<file path="src/rtl/pc_sequencer.sv">
// pc_sequencer: next-PC controller for the MIPS fetch stage.
// Selects sequential increment, taken branch or jump each cycle, holds the
// PC on stalls, inserts a one-cycle fetch bubble after every redirect and
// parks in HALT until reset.
// Optional feature: define PC_SEQ_WRAP_TRAP_EN to trap a sequential wrap
// from the last address to 0 (sticky wrap_err, FSM goes to HALT).
module pc_sequencer #(
  parameter int PC_WIDTH  = 6,
  parameter int RESET_VEC = 0,
  parameter int BOOT_HOLD = 2
) (
  input  logic                clk,
  input  logic                rst,
  input  logic                stall,
  input  logic                br_taken,
  input  logic [PC_WIDTH-1:0] br_offset,
  input  logic                jmp,
  input  logic [PC_WIDTH-1:0] jmp_target,
  input  logic                halt,
  output logic [PC_WIDTH-1:0] pc,
  output logic [PC_WIDTH-1:0] pc_plus1,
  output logic                fetch_valid,
  output logic                flush,
  output logic [1:0]          state,
  output logic [7:0]          redirect_cnt,
  output logic                wrap_err
);

  typedef enum logic [1:0] {
    ST_BOOT  = 2'd0,
    ST_RUN   = 2'd1,
    ST_FLUSH = 2'd2,
    ST_HALT  = 2'd3
  } state_t;

  // Boot hold is clamped to the supported 1..15 range of the 4-bit counter.
  localparam int BOOT_HOLD_C =
    (BOOT_HOLD < 1) ? 1 : ((BOOT_HOLD > 15) ? 15 : BOOT_HOLD);
  localparam logic [3:0]          BOOT_LAST = 4'(BOOT_HOLD_C - 1);
  localparam logic [PC_WIDTH-1:0] RESET_PC  = PC_WIDTH'(RESET_VEC);
  localparam logic [PC_WIDTH-1:0] PC_ONE    = PC_WIDTH'(1);
`ifdef PC_SEQ_WRAP_TRAP_EN
  localparam logic [PC_WIDTH-1:0] PC_MAX    = {PC_WIDTH{1'b1}};
`endif

  // Saturating increment for the redirect counter.
  function automatic logic [7:0] sat_inc8(input logic [7:0] v);
    logic [7:0] r;
    if (v == 8'hFF) begin
      r = v;
    end else begin
      r = v + 8'd1;
    end
    return r;
  endfunction

  state_t              state_r, state_s;
  logic [PC_WIDTH-1:0] pc_r, pc_s;
  logic                fv_r, fv_s;
  logic                flush_r, flush_s;
  logic [3:0]          boot_cnt_r, boot_cnt_s;
  logic [7:0]          cnt_r, cnt_s;
`ifdef PC_SEQ_WRAP_TRAP_EN
  logic                wrap_err_r, wrap_err_s;
`endif

  logic                redirect_s;
  logic [PC_WIDTH-1:0] target_s;

  // Redirect request and its target address; jump wins over branch.
  always_comb begin
    redirect_s = jmp | br_taken;
    if (jmp) begin
      target_s = jmp_target;
    end else begin
      // Branch offset is relative to pc+1, two's complement, wraps modulo.
      target_s = pc_plus1 + br_offset;
    end
  end

  // Next-state and next-output decode; every register holds by default.
  always_comb begin
    state_s    = state_r;
    pc_s       = pc_r;
    fv_s       = fv_r;
    flush_s    = flush_r;
    boot_cnt_s = boot_cnt_r;
    cnt_s      = cnt_r;
`ifdef PC_SEQ_WRAP_TRAP_EN
    wrap_err_s = wrap_err_r;
`endif
    case (state_r)
      ST_BOOT: begin
        // Redirects and stalls are ignored while the core comes out of reset.
        pc_s    = RESET_PC;
        flush_s = 1'b0;
        if (boot_cnt_r >= BOOT_LAST) begin
          state_s    = ST_RUN;
          fv_s       = 1'b1;
          boot_cnt_s = boot_cnt_r;
        end else begin
          fv_s       = 1'b0;
          boot_cnt_s = boot_cnt_r + 4'd1;
        end
      end
      ST_RUN: begin
        if (halt) begin
          state_s = ST_HALT;
          fv_s    = 1'b0;
          flush_s = 1'b0;
        end else if (redirect_s) begin
          state_s = ST_FLUSH;
          pc_s    = target_s;
          fv_s    = 1'b0;
          flush_s = 1'b1;
          cnt_s   = sat_inc8(cnt_r);
        end else if (stall) begin
          // Same address re-presented, still a valid fetch.
          fv_s    = 1'b1;
          flush_s = 1'b0;
        end else begin
          flush_s = 1'b0;
`ifdef PC_SEQ_WRAP_TRAP_EN
          if (pc_r == PC_MAX) begin
            pc_s       = {PC_WIDTH{1'b0}};
            wrap_err_s = 1'b1;
            state_s    = ST_HALT;
            fv_s       = 1'b0;
          end else begin
            pc_s = pc_plus1;
            fv_s = 1'b1;
          end
`else
          pc_s = pc_plus1;
          fv_s = 1'b1;
`endif
        end
      end
      ST_FLUSH: begin
        // Stall is ignored here: the bubble always lasts exactly one cycle
        // unless another redirect re-arms it.
        if (halt) begin
          state_s = ST_HALT;
          fv_s    = 1'b0;
          flush_s = 1'b0;
        end else if (redirect_s) begin
          state_s = ST_FLUSH;
          pc_s    = target_s;
          fv_s    = 1'b0;
          flush_s = 1'b1;
          cnt_s   = sat_inc8(cnt_r);
        end else begin
          state_s = ST_RUN;
          fv_s    = 1'b1;
          flush_s = 1'b0;
        end
      end
      ST_HALT: begin
        // Only reset leaves HALT.
        fv_s    = 1'b0;
        flush_s = 1'b0;
      end
      default: begin
        state_s    = ST_BOOT;
        pc_s       = RESET_PC;
        fv_s       = 1'b0;
        flush_s    = 1'b0;
        boot_cnt_s = 4'd0;
      end
    endcase
  end

  // State and output registers with asynchronous active-low reset.
  always_ff @(posedge clk or negedge rst) begin
    if (!rst) begin
      state_r    <= ST_BOOT;
      pc_r       <= RESET_PC;
      fv_r       <= 1'b0;
      flush_r    <= 1'b0;
      boot_cnt_r <= 4'd0;
      cnt_r      <= 8'd0;
    end else begin
      state_r    <= state_s;
      pc_r       <= pc_s;
      fv_r       <= fv_s;
      flush_r    <= flush_s;
      boot_cnt_r <= boot_cnt_s;
      cnt_r      <= cnt_s;
    end
  end

`ifdef PC_SEQ_WRAP_TRAP_EN
  // Sticky wrap error flag, cleared only by reset.
  always_ff @(posedge clk or negedge rst) begin
    if (!rst) begin
      wrap_err_r <= 1'b0;
    end else begin
      wrap_err_r <= wrap_err_s;
    end
  end

  assign wrap_err = wrap_err_r;
`else
  assign wrap_err = 1'b0;
`endif

  assign pc           = pc_r;
  assign pc_plus1     = pc_r + PC_ONE;
  assign fetch_valid  = fv_r;
  assign flush        = flush_r;
  assign state        = state_r;
  assign redirect_cnt = cnt_r;

endmodule

</file>
<file path="config.mk">
export PLATFORM = sky130hd
export DESIGN_NAME = pc_sequencer
export DESIGN_NICKNAME = d
export VERILOG_FILES = /design/src/rtl/pc_sequencer.sv
export SDC_FILE = /design/constraint.sdc
export NUM_CORES = 1
export LEC_CHECK = 0
export CORE_ASPECT_RATIO = 0.7
export CORE_UTILIZATION = 43
export DETAILED_ROUTE_END_ITERATION = 10
export PLACE_DENSITY = 0.78
export SYNTH_ARGS = -nofsm -noshare
export SYNTH_HDL_FRONTEND = slang
export SYNTH_SLANG_ARGS = --single-unit
</file>
<file path="constraint.sdc">
create_clock -name clk -period 2.4 [get_ports clk]
set_input_delay 0.48 -clock clk [delete_from_list [all_inputs] [get_ports clk]]
set_output_delay 0.48 -clock clk [all_outputs]
set_load 0.05 [all_outputs]
</file>
# Word level (Yosys, flattened, before mapping)
# Cells that the tools add are included.
classes:
  n_mux: 20
  magnitude_cmp: 1
  bitwise: 4
  add_sub_neg: 4
  eq_ne: 10
  n_reduce_logical: 8
ops:
  columns: ["op", "n"]
  rows:
  - ["$mux 6", 6]
  - ["$pmux 6 s3", 1]
  - ["$mux 2", 5]
  - ["$add 8x1->8 const B", 1]
  - ["$eq 8x8->1 const B", 1]
  - ["$ne 2x2->1 const B", 4]
  - ["$add 6x1->6 const B", 1]
  - ["$add 6x6->6", 1]
  - ["$ne 3x3->1 const B", 2]
  - ["$pmux 2 s3", 1]
  - ["$mux 1", 5]
  - ["$reduce_and 5->1", 1]
  - ["$add 4x1->4 const B", 1]
  - ["$eq 2x2->1 const B", 2]
  - ["$ge 4x1->1 const B", 1]
  - ["$reduce_and 4->1", 1]
  - ["$reduce_or 2->1", 2]
  - ["$not 1->1", 3]
  - ["$pmux 1 s3", 1]
  - ["$reduce_and 3->1", 1]
  - ["$reduce_bool 3->1", 1]
  - ["$eq 2x1->1 const B", 1]
  - ["$logic_not 2->1", 1]
  - ["$pmux 1 s2", 1]
  - ["other kinds (2)", 2]
word_totals:
  regBits: 22
  input_bits: 18

# Depth between registers and ports, before layout
logic_depth:
  word_depth: 6
  depth_mapped: 10
  ltp_nobuf: 10

# Worst setup path before layout
# No wires, ideal clock.
synth_path:
  path_type: "register to register"
  startpoint: "register pc_r[0], in the netlist pc[0]"
  endpoint: "register pc_r[4], in the netlist pc[4]"
  stages_incl_launch_ff: 10
  period_less_slack_ps: 3444
  t_required_ps: 2279
  setup_ps: 121
  arrival_ps: 3323
  setup_slack_ps: -1044
  path_cell_list: "dfrtp_1 > ha_1 > nand3_1 > xnor2_1 > ha_1 > nor3b_1 > and3_1 > o31ai_1 > o311ai_0 > a22o_1"
synth_via:
  elab_chain_cells: 6
  word_cells_on_any_way: 9
synth_lines:
  columns: ["item", "line_no", "text"]
  rows:
  - ["start: declaration", "58", "logic [PC_WIDTH-1:0] pc_r, pc_s;"]
  - ["start signal: assignment", "184", "pc_r <= pc_s;"]
  - ["$add 6x1->6 *", "208", "assign pc_plus1 = pc_r + PC_ONE;"]
  - ["net pc_plus1[4]", "21", "output logic [PC_WIDTH-1:0] pc_plus1,"]
  - ["$add 6x6->6", "77", "target_s = pc_plus1 + br_offset;"]
  - ["$mux 6", "73", "if (jmp) begin"]
  - ["$mux 6 (on tied branches)", "146, 111", null]
  - ["$mux 6 (on tied branches)", "142, 107", null]
  - ["$pmux 6 s3 *", "92", "case (state_r)"]
# Mark *: on every way through the listed nets, which the timed path passes. The rest lies on a longest branch. The select of a mux whose other input is x is not followed.
# A chain may end at the register's enable or synchronous reset.

# Worst setup path after layout
layout_path:
  startpoint: "register pc_r[0], in the netlist pc[0]"
  endpoint: "register pc_r[4], in the netlist pc[4]"
layout_via:
  elab_chain_cells: 6
  word_cells_on_any_way: 9
layout_lines:
  columns: ["item", "line_no"]
  rows:
  - ["$add 6x1->6 *", "208"]
  - ["$add 6x6->6", "77"]
  - ["$mux 6", "73"]
  - ["$mux 6 (on tied branches)", "146, 111"]
  - ["$mux 6 (on tied branches)", "142, 107"]
  - ["$pmux 6 s3 *", "92"]
# Mark *: on every way between the ends. The rest lies on a longest branch, timed or not. The select of a mux whose other input is x is not followed.

==> results.tsv <==
metric	value	unit
combPwrFrac	65.8	%
num_vias	1353	
netSwitchingPower	1190	uW
crit_family	compound AO/OA/AOI/OAI gates	
drive_gt1_share	23.1	%
cts_tree	yes	
post_drt_wl_per_cell	13.8	um
num_antenna_cells	0	
crit_type	flop to flop	
synth_ff_type	dfrtp_1	
final_max_slew_viol_count	0	
status	complete, no violations	
cp_max_fo	4	
core-area	3280	um2
clockPowerShare	9.4	%
hold_path_class	flop to flop	
start_util	46.9	%
cp_slowest_cell	dfrtp_4	
grt_util_all_layers	20.9	%
setup_violations	0	
fmaxAchievable	422	MHz
routabilityCongestion	0.851	
path_clk_slew	0.07	ns
detail-route-antenna-nets	0	
synthTopCellsByArea	dfrtp_1 36%, ha_1 12%, xnor2_1 6.8%	
synth_top_area_share	35.8	%
drt_iter0_drc	57	
synth_cell_types	50	
r2r_start	pc[0]	
critPathLaunchType	flop	
ys.warnings.count	0	
syn_inst	159	
clock_latency	0.26	ns
synth_nets	193	
grt_max_degree	17	
crit_chain	ha_4, inv_2, fa_2, and2b_1, o21ai_2, and3_1, o31ai_1, o311ai_1, a22o_1	
power_density	1070	nW/um2
worstSetupEndpointType	flop	
dp_hpwl	2850	um
via_per_inst	5.22	
setup_tns	0	ns
die-width	73.4	um
boundaryPins	43	
finalCritPeriodShare	98.8	%
clk_path_buf_depth	2	
critPathRequiredTime	2.55	ns
cts.sinks	22	
synth_seq_cells	22	
min_period	2.37	ns
h-tree-depth	1	
peakVddDrop	0.000852	V
synthTopCellsByCount	22 x dfrtp_1, 15 x ha_1, 15 x inv_1	
syn_area	1540	um2
wl	3580	um
max_stage_delay	0.52	ns
hp-start	boot_cnt_r[3]	
synth-edff-count	0	
overflow	0	
cap_viol_max_count	0	
fin_nets	247	
fin_worst_skew	0.00134	ns
power.internal	1240	uW
pwr-share-seq	24.8	%
fp.dieArea	3820	um2
cp-startpoint	pc[0]	
crit_buf_inv	1	
fp.dieH	52.0	um
rsz0062_at_grt	true	
first_pass_iters	4	
portBuffers	41	
grt_pass1_wl	6040	um
cts_made_buffers	3	
relSlewSlack	52.8	%
antenna_found_initial	0	
num_rows	17	
root_buffer	clkbuf_8	
crit_arrival	2.52	ns
yosysMostFrequentCell	dfrtp_1	
syn_to_final_growth	48.3	%
p_sw_share	49.0	%
yosysSeqAreaShare	35.8	%
final-hold-violation-count	0	
worst_slew_pin_slew	0.706	ns
drc_errors	0	
grt_pass1_vias	1348	
fillers	267	
syn_avg_cell_area	9.66	um2
leakagePower	0.000988	uW
postLayoutCoreUtil	69.6	%
synth_largest_area_cell	dfrtp_1	
synthArstFlopShare	100	%
[logic make-up (layout without fill, tap and decap cells)]
logic type / Yosys count / after routing / synth area share [%]
and+or+nand+nor: 45 / 45 / 16.4
buffers and inverters: 18 / 71 / 4.72
xor gates and xnor gates: 16 / 16 / 9.61
muxes: 5 / 5 / 3.42
AOI/OAI and AO/OA: 36 / 36 / 16.3
DFF: 22 / 22 / 35.8
adders and majority gates: 16 / 16 / 13.5
other: 1 / 1 / 0.244
[sequential cells by signal, indices dropped and copies added (netlist names)]
| name | cells |
|---|---|
| fetch_valid | 1 |
| redirect_cnt | 8 |
| pc | 6 |
| state | 2 |
| boot_cnt_r | 4 |
| flush | 1 |
[worst paths after layout]
path | end | slack [ns] | cells past startpoint
max reg2reg | pc[4] | 0.03 | 9
min | boot_cnt_r[3] | 0.38 | 0
max | pc[4] | 0.03 | 9
max in group asynchronous | boot_cnt_r[1] | 1.19 | 2
min in group asynchronous | pc[4] | 0.64 | 1
min reg2reg | boot_cnt_r[3] | 0.38 | 0
[layer usage]
layer | track usage (%) | wire (um)
met1 | 27.6 | 1660
met2 | 34.6 | 1630
met3 | 4.84 | 235
met4 | 5.45 | 44
met5 | 0 | 0
[layout make-up]
cell class | count | area, um2 | area share, %
clock buffer | 4 | 45.0 | 1.98
inverter | 15 | 60.1 | 2.64
multi-input combinational | 119 | 1050 | 46.0
sequential | 22 | 558 | 24.5
tap | 47 | 58.8 | 2.58
timing repair buffer | 52 | 508 | 22.3
[what timing repair did]
item / in CTS / in global routing
setup buffers: 0 / 2
resized for setup: 5 / 5
pin swaps: 3 / 8
hold buffers: 0 / 0
endpoints found under the setup margin: 1 / 2
[placed cells by master, fill, tap and decap left out, drive strengths merged, types with 2 or more instances in the layout]
| cell | n |
|---|---|
| ha | 15 |
| inv | 14 |
| o22ai | 2 |
| nor2 | 9 |
| nor3 | 3 |
| a22o | 2 |
| xor2 | 4 |
| nor2b | 2 |
| dfrtp | 22 |
| mux2 | 2 |
| clkdlybuf4s50 | 35 |
| buf | 16 |
| a21o | 2 |
| and2 | 2 |
| o32a | 2 |
| clkbuf | 4 |
| xnor2 | 12 |
| mux2i | 3 |
| o21ai | 10 |
| and3 | 6 |
| nand2 | 9 |
| nand3 | 8 |
| a21oi | 7 |
[stage by stage]
stage | hold WS, ns | setup slack (ns) | instance area (um2) | instances | total power, uW
6_report | 0.383 | 0.0295 | 2280 | 259 | 2430
5_1_grt | 0.406 | -0.0579 | 2280 | 259 | 2580
4_1_cts | 0.388 | 0.0317 | 2250 | 257 | 2420
3_5_place_dp | 0.371 | -0.345 | 2190 | 253 | 2160
3_3_place_gp | 0.366 | -0.262 | 2190 | 253 | 2130
2_1_floorplan | 0.184 | -0.135 | 1650 | 159 | 1650
[power groups by stage]
stage | clock [uW] | combinational, uW | sequential [uW]
after detailed placement | 0 | 1550 | 607
after CTS | 239 | 1580 | 601
after floorplan | 0 | 726 | 928
after global routing | 251 | 1710 | 620
after global placement | 0 | 1520 | 604
final | 229 | 1600 | 602
No activity file was read; power rests on OpenSTA's default activity.
